--- config.mk ---
export PLATFORM = sky130hd
export DESIGN_NAME = cu_request_arbiter
export DESIGN_NICKNAME = d
export VERILOG_FILES = /design/src/rtl/cu_request_arbiter.sv
export SDC_FILE = /design/constraint.sdc
export NUM_CORES = 1
export LEC_CHECK = 0
export BUFFER_PORTS_ARGS = -buffer_cell sky130_fd_sc_hd__buf_2
export CAP_MARGIN = 5
export CORE_MARGIN = 2
export CORE_UTILIZATION = 43
export DETAILED_ROUTE_END_ITERATION = 7
export GPL_TIMING_DRIVEN = 0
export PLACE_DENSITY = 0.7
export SYNTH_ARGS = -nofsm -noshare
export SYNTH_HDL_FRONTEND = slang
export SYNTH_SLANG_ARGS = --single-unit
--- constraint.sdc ---
create_clock -name i_clock -period 2.4 [get_ports i_clock]
set_input_delay 0.48 -clock i_clock [delete_from_list [all_inputs] [get_ports i_clock]]
set_output_delay 0.48 -clock i_clock [all_outputs]
set_load 0.03 [all_outputs]
--- src/rtl/cu_request_arbiter.sv ---
// cu_request_arbiter
// Round-robin arbiter that shares one Chakravyuh control unit between
// NUM_REQ host requesters. It runs the CU enable/cu_ready handshake and
// returns captured dataout/status to the winning requester. An auth lock
// keeps the two-phase AUTH exchange with one requester. Watchdogs bound the
// ISSUE and RELEASE phases and the time a lock can be held by an idle owner.
module cu_request_arbiter #(
  parameter int                      NUM_REQ        = 2,
  parameter int                      OPCODE_WIDTH   = 4,
  parameter int                      DATA_WIDTH     = 8,
  parameter int                      STATUS_WIDTH   = 4,
  parameter logic [OPCODE_WIDTH-1:0] AUTH_OPCODE    = OPCODE_WIDTH'(4'hA),
  parameter int                      TIMEOUT_CYCLES = 1024
) (
  input  logic                            i_clock,
  input  logic                            i_reset,
  input  logic [NUM_REQ-1:0]              i_req_valid,
  input  logic [NUM_REQ*OPCODE_WIDTH-1:0] i_req_opcode,
  input  logic [NUM_REQ*DATA_WIDTH-1:0]   i_req_datain,
  input  logic [NUM_REQ*DATA_WIDTH-1:0]   i_req_addr,
  output logic [NUM_REQ-1:0]              o_grant,
  output logic [NUM_REQ-1:0]              o_rsp_valid,
  output logic [DATA_WIDTH-1:0]           o_rsp_data,
  output logic [STATUS_WIDTH-1:0]         o_rsp_status,
  output logic                            o_rsp_timeout,
  output logic                            o_auth_locked,
  output logic                            o_err_sticky,
  output logic                            o_cu_enable,
  output logic [OPCODE_WIDTH-1:0]         o_cu_opcode,
  output logic [DATA_WIDTH-1:0]           o_cu_datain,
  output logic [DATA_WIDTH-1:0]           o_cu_addr,
  input  logic [DATA_WIDTH-1:0]           i_cu_dataout,
  input  logic [STATUS_WIDTH-1:0]         i_cu_status,
  input  logic                            i_cu_ready
);

  localparam int IDX_W = (NUM_REQ > 1) ? $clog2(NUM_REQ) : 1;
  localparam int CNT_W = $clog2(TIMEOUT_CYCLES + 1);
  localparam logic [CNT_W-1:0] CNT_LAST = CNT_W'(TIMEOUT_CYCLES - 1);

  typedef enum logic [1:0] {
    ST_IDLE,
    ST_ISSUE,
    ST_RELEASE
  } state_t;

  state_t r_state;
  state_t w_state_next;

  logic [NUM_REQ-1:0]      r_grant;
  logic [NUM_REQ-1:0]      r_rsp_valid;
  logic [DATA_WIDTH-1:0]   r_rsp_data;
  logic [STATUS_WIDTH-1:0] r_rsp_status;
  logic                    r_rsp_timeout;
  logic                    r_auth_locked;
  logic                    r_err_sticky;
  logic                    r_cu_enable;
  logic [OPCODE_WIDTH-1:0] r_cu_opcode;
  logic [DATA_WIDTH-1:0]   r_cu_datain;
  logic [DATA_WIDTH-1:0]   r_cu_addr;

  logic [IDX_W-1:0]        r_last;     // most recent grant, RR origin
  logic [IDX_W-1:0]        r_gidx;     // index of current owner
  logic [IDX_W-1:0]        r_lock_id;  // owner of the auth lock
  logic [CNT_W-1:0]        r_wd_cnt;   // cycles spent in current ISSUE/RELEASE
  logic [CNT_W-1:0]        r_lock_cnt; // idle cycles of the lock owner

  logic [NUM_REQ-1:0]      w_eligible;
  logic [IDX_W-1:0]        w_win;
  logic                    w_found;
  logic                    w_start;
  logic                    w_done;
  logic                    w_wd_expire;
  logic                    w_issue_to;
  logic                    w_release_to;
  logic                    w_lock_owner_req;
  logic                    w_lock_hold_to;

  // Eligible requesters: everyone when unlocked, only the lock owner when locked.
  always_comb begin
    // NOTE: every combinational output gets a default before any branch so no latch is inferred.
    w_eligible = i_req_valid;
    if (r_auth_locked) begin
      w_eligible = i_req_valid & (NUM_REQ'(1) << r_lock_id);
    end
  end

  // Round-robin pick: scan from the requester after the last grant.
  always_comb begin
    int v_idx;
    v_idx   = 0;
    w_win   = '0;
    w_found = 1'b0;
    for (int k = 1; k <= NUM_REQ; k++) begin
      v_idx = int'(r_last) + k;
      if (v_idx >= NUM_REQ) begin
        v_idx = v_idx - NUM_REQ;
      end
      if (!w_found && w_eligible[v_idx[IDX_W-1:0]]) begin
        w_found = 1'b1;
        w_win   = v_idx[IDX_W-1:0];
      end
    end
  end

  assign w_start          = (r_state == ST_IDLE) && !i_cu_ready && w_found;
  assign w_wd_expire      = (r_wd_cnt == CNT_LAST);
  assign w_done           = (r_state == ST_ISSUE) && i_cu_ready;
  assign w_issue_to       = (r_state == ST_ISSUE) && !i_cu_ready && w_wd_expire;
  assign w_release_to     = (r_state == ST_RELEASE) && i_cu_ready && w_wd_expire;
  assign w_lock_owner_req = i_req_valid[r_lock_id];
  assign w_lock_hold_to   = r_auth_locked && !w_lock_owner_req && (r_lock_cnt == CNT_LAST);

  // Next-state logic for the IDLE -> ISSUE -> RELEASE cycle.
  always_comb begin
    w_state_next = r_state;
    case (r_state)
      ST_IDLE:    if (w_start)                      w_state_next = ST_ISSUE;
      ST_ISSUE:   if (w_done || w_issue_to)         w_state_next = ST_RELEASE;
      ST_RELEASE: if (!i_cu_ready || w_release_to)  w_state_next = ST_IDLE;
      default:                                      w_state_next = ST_IDLE;
    endcase
  end

  // State register.
  always_ff @(posedge i_clock) begin
    // NOTE: sequential state uses non-blocking assignments so every register samples pre-edge values.
    if (i_reset) r_state <= ST_IDLE;
    else         r_state <= w_state_next;
  end

  // Phase watchdog: restarts on every state change, idle in IDLE.
  always_ff @(posedge i_clock) begin
    if (i_reset || (r_state != w_state_next) || (r_state == ST_IDLE)) r_wd_cnt <= '0;
    else                                                               r_wd_cnt <= r_wd_cnt + 1'b1;
  end

  // Lock-hold watchdog: counts cycles the lock owner has no request pending.
  always_ff @(posedge i_clock) begin
    if (i_reset || !r_auth_locked || w_lock_owner_req) r_lock_cnt <= '0;
    else if (r_lock_cnt != CNT_LAST)                   r_lock_cnt <= r_lock_cnt + 1'b1;
  end

  // Registered outputs: grant/issue, response capture, lock and error tracking.
  always_ff @(posedge i_clock) begin
    if (i_reset) begin
      r_grant       <= '0;
      r_rsp_valid   <= '0;
      r_rsp_data    <= '0;
      r_rsp_status  <= '0;
      r_rsp_timeout <= 1'b0;
      r_auth_locked <= 1'b0;
      r_err_sticky  <= 1'b0;
      r_cu_enable   <= 1'b0;
      r_cu_opcode   <= '0;
      r_cu_datain   <= '0;
      r_cu_addr     <= '0;
      r_last        <= IDX_W'(NUM_REQ - 1);
      r_gidx        <= '0;
      r_lock_id     <= '0;
    end else begin
      r_rsp_valid   <= '0;
      r_rsp_timeout <= 1'b0;
      if (w_lock_hold_to) begin
        r_auth_locked <= 1'b0;
      end
      case (r_state)
        ST_IDLE: begin
          if (w_start) begin
            r_grant     <= NUM_REQ'(1) << w_win;
            r_gidx      <= w_win;
            r_last      <= w_win;
            r_cu_enable <= 1'b1;
            r_cu_opcode <= i_req_opcode[w_win*OPCODE_WIDTH +: OPCODE_WIDTH];
            r_cu_datain <= i_req_datain[w_win*DATA_WIDTH +: DATA_WIDTH];
            r_cu_addr   <= i_req_addr[w_win*DATA_WIDTH +: DATA_WIDTH];
          end
        end
        ST_ISSUE: begin
          if (w_done) begin
            r_rsp_data   <= i_cu_dataout;
            r_rsp_status <= i_cu_status;
            r_rsp_valid  <= r_grant;
            r_cu_enable  <= 1'b0;
            // An AUTH completion arms (or re-arms) the lock; any other
            // completion while locked is by the owner and ends the exchange.
            if (r_cu_opcode == AUTH_OPCODE) begin
              r_auth_locked <= 1'b1;
              r_lock_id     <= r_gidx;
            end else begin
              r_auth_locked <= 1'b0;
            end
          end else if (w_issue_to) begin
            r_rsp_valid   <= r_grant;
            r_rsp_timeout <= 1'b1;
            r_cu_enable   <= 1'b0;
            r_err_sticky  <= 1'b1;
            r_auth_locked <= 1'b0;
          end
        end
        ST_RELEASE: begin
          if (!i_cu_ready || w_release_to) begin
            r_grant <= '0;
          end
          if (w_release_to) begin
            r_err_sticky <= 1'b1;
          end
        end
        default: ;
      endcase
    end
  end

  assign o_grant       = r_grant;
  assign o_rsp_valid   = r_rsp_valid;
  assign o_rsp_data    = r_rsp_data;
  assign o_rsp_status  = r_rsp_status;
  assign o_rsp_timeout = r_rsp_timeout;
  assign o_auth_locked = r_auth_locked;
  assign o_err_sticky  = r_err_sticky;
  assign o_cu_enable   = r_cu_enable;
  assign o_cu_opcode   = r_cu_opcode;
  assign o_cu_datain   = r_cu_datain;
  assign o_cu_addr     = r_cu_addr;

endmodule

-- After elaboration in Yosys (flattened, before gate mapping)
Index checks and enable logic that the tools add are counted.
- register bits: 67
- bits in latches: 0
- bits in writable memories: 0
- ROM bits: 0
- input port bits: 57
- output and inout bits: 40
- word-level logic and storage cells: 116
- memories kept: 0
- add/sub/neg operators: 6
- multipliers: 0
- divide/modulo/power cells: 0
- magnitude comparators: 5
- eq/ne operators: 13
- shift operators: 5
- muxes and demuxes: 36
- bitwise logic cells: 2
- reductions and logical operators: 32
- operator list (kind ; number):
    $shiftx A16 B5 Y8 ; 2
    $mux W1 ; 24
    $add A11 B1 Y11 const B ; 2
    $eq A11 B10 Y1 const B ; 2
    $mux W2 ; 8
    $ne A11 B10 Y1 const B ; 1
    $logic_and A1 B1 Y1 ; 10
    $reduce_and A3 Y1 ; 3
    $ne A2 B2 Y1 const B ; 4
    $shiftx A8 B4 Y4 ; 1
    $logic_or A1 B1 Y1 ; 6
    $lt A1 B2 Y1 const B ; 3
    $pmux W2 S3 ; 1
    $reduce_bool A2 Y1 ; 3
    $eq A4 B4 Y1 const B ; 1
    $logic_not A1 Y1 ; 4
    $pmux W1 S2 ; 2
    $pmux W2 S2 ; 1
    $reduce_and A2 Y1 ; 2
    $reduce_and A4 Y1 ; 1
    $shl A1 B1 Y2 const A ; 2
    $add A1 B2 Y3 const B ; 1
    $ge A3 B2 Y1 const B ; 1
    $ne A3 B3 Y1 const B ; 1
    12 further kinds ; 13

-- Longest topological paths before layout
Gate-level depths: netlist of the first run.
- word-level depth: 15
- mapped depth: 6
- depth with buffers taken out: 5

-- Worst setup path after synthesis of the first run
Ideal clock, no wire load.
- path type: register -> register
- from: register r_wd_cnt[0]
- to: register r_auth_locked (netlist: o_auth_locked)
- setup time: 136 ps
- arrival: 1512 ps
- required time: 2264 ps
- setup slack: 752 ps
- stages on the path, launching flop included: 7
- buffers on the path: 1
- clock period less this slack: 1648 ps
- cells stage by stage: dfxtp_1 ha_1 and4_1 clkbuf_1 nand4b_1 a21boi_0 o32ai_1
- longest elaborated chain between the ends: 5
- RTL lines (item ; RTL line ; source):
    start, declared ; 65 ; logic [CNT_W-1:0] r_wd_cnt;
    start signal, assigned ; 135 ; else r_wd_cnt <= r_wd_cnt + 1'b1;
    $eq A11 B10 Y1 ; 107 ; assign w_wd_expire = (r_wd_cnt == CNT_LAST);
    $logic_and A1 B1 Y1 ; 109 ; assign w_issue_to = (r_state == ST_ISSUE) && !i_cu_ready && w_wd_expire;
    $mux W1 ; 193 ; end else if (w_issue_to) begin
    $mux W1 ; 180 ; if (w_done) begin
    $mux W1 ; 167 ; case (r_state)
    end signal, assigned ; 165 ; r_auth_locked <= 1'b0;
    end signal, assigned ; 191 ; r_auth_locked <= 1'b0;
    end signal, assigned ; 198 ; r_auth_locked <= 1'b0;
    end, declared ; 55 ; logic r_auth_locked;
No other way between the ends.
A chain may end at the register's enable or synchronous reset.

-- Worst setup path in the final report of the first run
Same ends and word-level chain as after synthesis.

==> flow_summary.yaml, run 1 <==
global_routing:
  grt_util_met1_pct: 23.1
  grt-ovfl-total: 0
  gr-usage-all-layers_pct: 18.9
  grt_pass1_wl_microns: 11100
  globalRouteMet2Util_pct: 30.5
  grt_pass1_vias: 2473
  grt_busiest_layer: "met2"
  antenna_found_initial: 0
  grt_max_degree: 12
  met3_usage_pct: 5.43
drt:
  initialDrtViolationCount: 92
  finalWirelength_microns: 6920
  num_vias: 2698
  dr.pass1.iters: 4
  viasPerCell: 5.20
  wl_per_cell_microns: 13.3
  drc: 0
  antenna_left: 0
cts:
  htreeDepth: 3
  clockBufferDepth: 2
  post_cts_buffers: 0
  cts_resized: 0
  cts.clk_slew.worst_paths_ns: 0.07
  holdBufCountCts: 0
  numCtsBuffers: 9
  cts_sinks: 67
  cts_tree: "done"
  clockRootBuffer: "clkbuf_8"
  clock_latency_ns: 0.34
critical_path:
  worstPathArrival_ns: 2.20
  critPathSlowestCell: "a21boi_0"
  cp_cell_sequence: "ha_1 -> and4_1 -> clkbuf_1 -> nand4b_1 -> a21boi_0 -> o32ai_1"
  path_max_fanout: 8
  crit_required_ns: 2.60
  crit_path_max_incr_delay_ns: 0.40
  cp-start-kind: "flip-flop"
  critPathKind: "reg2reg"
  worst_setup_path_end_kind: "flip-flop"
layout:
  layout-drive-gt1-share_pct: 28.9
  fin_cells: 519
  seq_area_sq_mm: 0.00134
  antenna_cells: 0
  area_growth_pct: 26.6
  multiInputGateArea_sq_mm: 0.00145
  fin_util_pct: 55.5
  fillCellCount: 643
  finish.net_count: 493
floorplan:
  initial_core_util_pct: 43.9
  dieArea_sq_mm: 0.00749
  core-area_sq_mm: 0.00668
  die_w_microns: 86.6
  die_h_microns: 86.6
  io_pins: 97
  num_rows: 30
yosys:
  synth_area_per_cell_sq_um: 8.94
  yosys_most_used_dff: "dfxtp_1"
  synthArstFlopShare_pct: 0
  synth_top_cell_by_area: "dfxtp_1"
  synthTopCellsByCount: "67 x dfxtp_1, 44 x a21oi_1, 42 x nand2_1, 22 x a211oi_1, 21 x mux2i_1"
  synth.distinct_cells: 48
  syn_nets: 387
  synth.most_common_cell: "dfxtp_1"
  syn-cell-area_sq_mm: 0.00293
  yosys_warnings: 0
  syn_inst: 328
  synth_top_area_share_pct: 45.8
  yosys_register_bits: 67
  synth-edff-count: 0
  ys_top_cells_by_area: "dfxtp_1 46%, a21oi_1 7.5%, mux2i_1 7.2%, a211oi_1 5.6%, nand2_1 5.4%"
  ys_seq_area_share_pct: 45.8
sta:
  rsz0062_at_grt: "false"
  hold_slack_ns: 0.377
  skew_ns: 0.00779
  hold_violations: 0
  tns_ns: 0
  slew_viol_final: 0
  setup_viol: 0
  worst_pin_slew_ns: 0.520
  fin_crit_ns: 2.00
  relSlewSlack_pct: 65.3
  max_freq_ghz: 0.500
  post-route-period-util_pct: 83.4
pwr:
  p_leak_nw: 1.62
  ir_drop_mv: 0.373
  p_total_mw: 2.50
  powerDensity_mw_per_mm2: 673
place:
  gp_congestion: 0.798
  place_hpwl_microns: 5250
  placedCellCount: 503
  io_buffers: 95
run_status:
  status: "finished clean"
worst_hold_path:
  worstHoldPathType: "in2reg"
flow_run:
  drv_cap: 0
==> sequential cells by signal (all words and copies together) (netlist names) <==
signal and count:
o_cu_opcode 4, r_lock_cnt 11, o_err_sticky 1, o_cu_enable 1, o_rsp_data 8, r_state 2, o_cu_datain 8, o_rsp_timeout 1
r_lock_id 1, r_wd_cnt 11, r_gidx 1, o_cu_addr 8, o_auth_locked 1, o_rsp_status 4, o_rsp_valid 2, r_last 1
o_grant 2
==> kinds of logic (layout without fill, tap and decap cells) <==
| logic type | Yosys count | after routing | synth area share [%] |
|---|---|---|---|
| buffers and inverters | 30 | 141 | 4.65 |
| adder cells (fa/ha/maj) | 2 | 2 | 0.853 |
| AND/OR/NAND/NOR | 110 | 110 | 19.6 |
| flip-flops | 67 | 67 | 45.8 |
| multiplexers | 22 | 22 | 7.55 |
| XOR/XNOR | 10 | 10 | 2.99 |
| AO/OA/AOI/OAI | 87 | 87 | 18.6 |
==> worst paths after layout <==
path                                       from  slack, ns  cells past startpoint              end
worst max-delay path                r_wd_cnt[0]       0.40                      6    o_auth_locked
worst min register to register  o_rsp_status[0]       0.45                      2  o_rsp_status[0]
worst min-delay path             i_cu_status[3]       0.38                      3  o_rsp_status[3]
worst max register to register      r_wd_cnt[0]       0.40                      6    o_auth_locked
==> metal layers <==
metal,vias up,part of all wire [%]
li1,1394,-
met1,1217,45
met2,78,47
met3,9,6.3
met4,0,1.5
met5,-,0
==> area by class of cell <==
cell class / instances / area share (%)
buffer: 22 / 2.87
clock buffer: 12 / 4.18
clock inverter: 4 / 1.31
inverter: 8 / 0.809
multi-input combinational: 231 / 39.2
sequential: 67 / 36.1
tap: 80 / 2.70
timing repair buffer: 95 / 12.8
==> critical path, delay by kind of cell, from the launching register on <==
kind	cells	cell delay, ns
simple gates	2	0.54
compound gates	2	0.54
flops	1	0.37
fa+ha+maj	1	0.21
buf+inv	1	0.20
==> per-stage QoR <==
step	worst slack, ns	area [sq um]
6_report	0.399	3710
5_1_grt	0.182	3710
4_1_cts	0.386	3710
3_5_place_dp	0.394	3510
3_3_place_gp	0.401	3510
2_1_floorplan	0.752	2930
==> where the power goes <==
group	total [mW]	leakage [nW]	internal, mW	switching (mW)
combinational	0.365	0.964	0.137	0.227
clock	0.946	0.106	0.535	0.411
sequential	1.19	0.546	1.16	0.0277
==> cell usage in the layout (no fill, tap or decap), types with 2 or more instances in the layout <==
| cell | n |
|---|---|
| a211oi_1 | 22 |
| a21oi_1 | 44 |
| a31oi_1 | 4 |
| and2_1 | 2 |
| and3_1 | 3 |
| and3b_1 | 2 |
| and4_1 | 3 |
| and4b_1 | 2 |
| buf_2 | 101 |
| buf_6 | 2 |
| clkbuf_1 | 14 |
| clkbuf_8 | 11 |
| clkinv_2 | 2 |
| dfxtp_1 | 67 |
| ha_1 | 2 |
| inv_1 | 8 |
| mux2i_1 | 21 |
| nand2_1 | 42 |
| nand2b_1 | 4 |
| nand3_1 | 10 |
| nand3b_1 | 2 |
| nand4_1 | 3 |
| nand4b_1 | 2 |
| nor2_1 | 18 |
| nor2b_1 | 2 |
| nor3_1 | 3 |
| nor4_1 | 2 |
| o211ai_1 | 3 |
| o21ai_0 | 2 |
| o31ai_1 | 4 |
| or4_1 | 3 |
| xnor2_1 | 7 |
| xor2_1 | 3 |
Note: power is estimated with default switching activity, not from simulation.
==> inputs of run 2 (changes only) <==
PLACE_DENSITY = 0.72   (was 0.7)
clock period = 1.7 ns   (was 2.4 ns; I/O delays follow)
==> run 2 against run 1 <==
Against the previous run:
- register-to-register slack got worse by 0.35 ns
- cell count did not move
- critical path depth did not move
- via count fell by 0.19%
- highest routed layer unchanged
- critical endpoint is now r_lock_cnt[7]
- maximum frequency rose by 21%
- first-iteration DRC count rose by 22%
- count of clock-buffer cells in the layout fell by 2
==> flow_summary.yaml, run 2 (synthesis gave the netlist of run 1 again) <==
run_status:
  status: "finished clean"
critical_path:
  cp_cell_sequence: "and4_1 -> buf_6 -> and4_4 -> buf_6 -> or4_1 -> a21oi_1"
  cp_top_family: "simple AND/OR/NAND/NOR gates"
  crit_required_ns: 1.98
  path_max_fanout: 8
  crit_path_max_incr_delay_ns: 0.47
  worstPathArrival_ns: 1.93
  cp-start-kind: "flip-flop"
  critPathBufInv: 2
  cp_common_cell: "buf_6"
  critPathKind: "reg2reg"
  worst_setup_path_end_kind: "flip-flop"
  critPathSlowestCell: "or4_1"
flow_run:
  drv_cap: 0
pwr:
  clock_power_share_pct: 33.9
  p_leak_nw: 1.62
  p_total_mw: 3.36
  internal-power_mw: 2.40
  powerDensity_mw_per_mm2: 890
  power_switching_uw: 956
  ir_drop_mv: 0.433
  combPwrFrac_pct: 16.1
  p_sw_share_pct: 28.5
  seqPwrFrac_pct: 50.0
floorplan:
  dieArea_sq_mm: 0.00749
  io_pins: 97
  core-area_sq_mm: 0.00668
  die_w_microns: 86.6
  die_h_microns: 86.6
  num_rows: 30
  initial_core_util_pct: 43.9
cts:
  clockRootBuffer: "clkbuf_8"
  clock_latency_ns: 0.34
  cts.clk_slew.worst_paths_ns: 0.07
  holdBufCountCts: 0
  clockBufferDepth: 2
  cts_sinks: 67
  htreeDepth: 3
  cts_tree: "done"
  numCtsBuffers: 9
layout:
  final_cell_mix: "97 x buf_2, 63 x dfxtp_1, 41 x nand2_1, 41 x a21oi_1, 22 x a211oi_1"
  finish.net_count: 494
  layout_commonest_cell: "buf_2"
  reg_top3: "r_lock_cnt: 11 flops, r_wd_cnt: 11 flops"
  antenna_cells: 0
  multiInputGateArea_sq_mm: 0.00151
  layout-drive-gt1-share_pct: 33.3
  design_area_sq_mm: 0.00377
  area_growth_pct: 28.6
  seq_area_sq_mm: 0.00135
  fillCellCount: 622
  fin_cells: 519
place:
  place_ws_ns: -0.219
  placedCellCount: 503
  io_buffers: 95
  place_hpwl_microns: 5050
  gp_congestion: 0.786
  dpl_cell_area_sq_mm: 0.00351
sta:
  hold_violations: 0
  skew_ns: 0.00415
  slew_viol_final: 0
  setup_viol: 0
  relSlewSlack_pct: 64.5
  rsz0062_at_grt: "true"
  max_freq_ghz: 0.606
  post-route-period-util_pct: 97.1
  worst_pin_slew_ns: 0.525
  fin_crit_ns: 1.65
  finalWorstSetupSlack_ns: 0.0489
global_routing:
  grt-ovfl-total: 0
  antenna_found_initial: 0
  grt_pass1_wl_microns: 11100
  grt_max_degree: 12
  grt_pass1_vias: 2496
  gr-usage-all-layers_pct: 18.6
drt:
  wl_per_cell_microns: 13.4
  dr.pass1.iters: 5
  viasPerCell: 5.19
  finalWirelength_microns: 6950
  drc: 0
  initialDrtViolationCount: 112
  antenna_left: 0
  num_vias: 2693
worst_hold_path:
  worstHoldPathType: "in2reg"
run 2: cell count changes in the layout (fill, tap and decap cells not counted), moves of 2 or more:
cell	before	now
a21oi_2	0	2
clkinvlp_4	0	2
clkbuf_2	1	4
buf_2	101	97
buf_6	2	4
clkbuf_1	14	8
dfxtp_2	0	4
a21oi_1	44	41
clkbuf_4	0	2
buf_4	0	3
dfxtp_1	67	63
run 2: final timing paths:
kind / depth (start not counted) / slack [ns] / startpoint / endpoint
worst max-delay path: 6 / 0.05 / r_lock_cnt[5] / r_lock_cnt[7]
worst min-delay path: 3 / 0.23 / i_cu_status[3] / o_rsp_status[3]
worst max register to register: 6 / 0.05 / r_lock_cnt[5] / r_lock_cnt[7]
worst min register to register: 1 / 0.44 / r_wd_cnt[0] / r_wd_cnt[0]
run 2: power groups by stage:
stage	Clock (mW)	Combinational [mW]	Sequential (mW)
after floorplan	0	0.217	1.83
after global placement	0	0.509	1.71
after detailed placement	0	0.515	1.71
after CTS	1.16	0.523	1.68
after global routing	1.23	0.583	1.69
final	1.14	0.539	1.68
run 2: through the flow:
stage | utilization, % | hold WS (ns) | setup TNS (ns)
floorplan | - | 0.416 | 0
global placement | 52.5 | 0.427 | -4.17
detailed placement | 52.5 | 0.442 | -4.55
CTS | 55.4 | 0.225 | 0
global route | 56.4 | 0.238 | -0.200
finish | 56.4 | 0.231 | 0
run 2: layout make-up:
cell class	count	share of cell area, %
well taps	80	2.65
clock buffers	10	3.65
flip-flops and latches	67	35.7
multi-input cells	231	40.0
inverters	8	0.796
plain buffers	20	3.19
clock inverters	5	0.796
repair buffers	98	13.2
run 2: repair_timing:
| item | 4_1_cts | 5_1_grt |
|---|---|---|
| gates resized for setup | 5 | 26 |
| pin swaps | 1 | 4 |
| buffers inserted | 2 | 1 |
| endpoints found under the setup margin | 36 | 52 |
run 2: worst min-delay path, cell delays in order:
cell	delay, ns
buf_2	0.10
nand2_1	0.04
a21oi_1	0.05
run 2: metal layers:
layer / GRT usage [%] / wire length (microns)
met1: 23.3 / 3230
met2: 30.8 / 3280
met3: 3.43 / 297
met4: 8.81 / 135
met5: 0 / 0
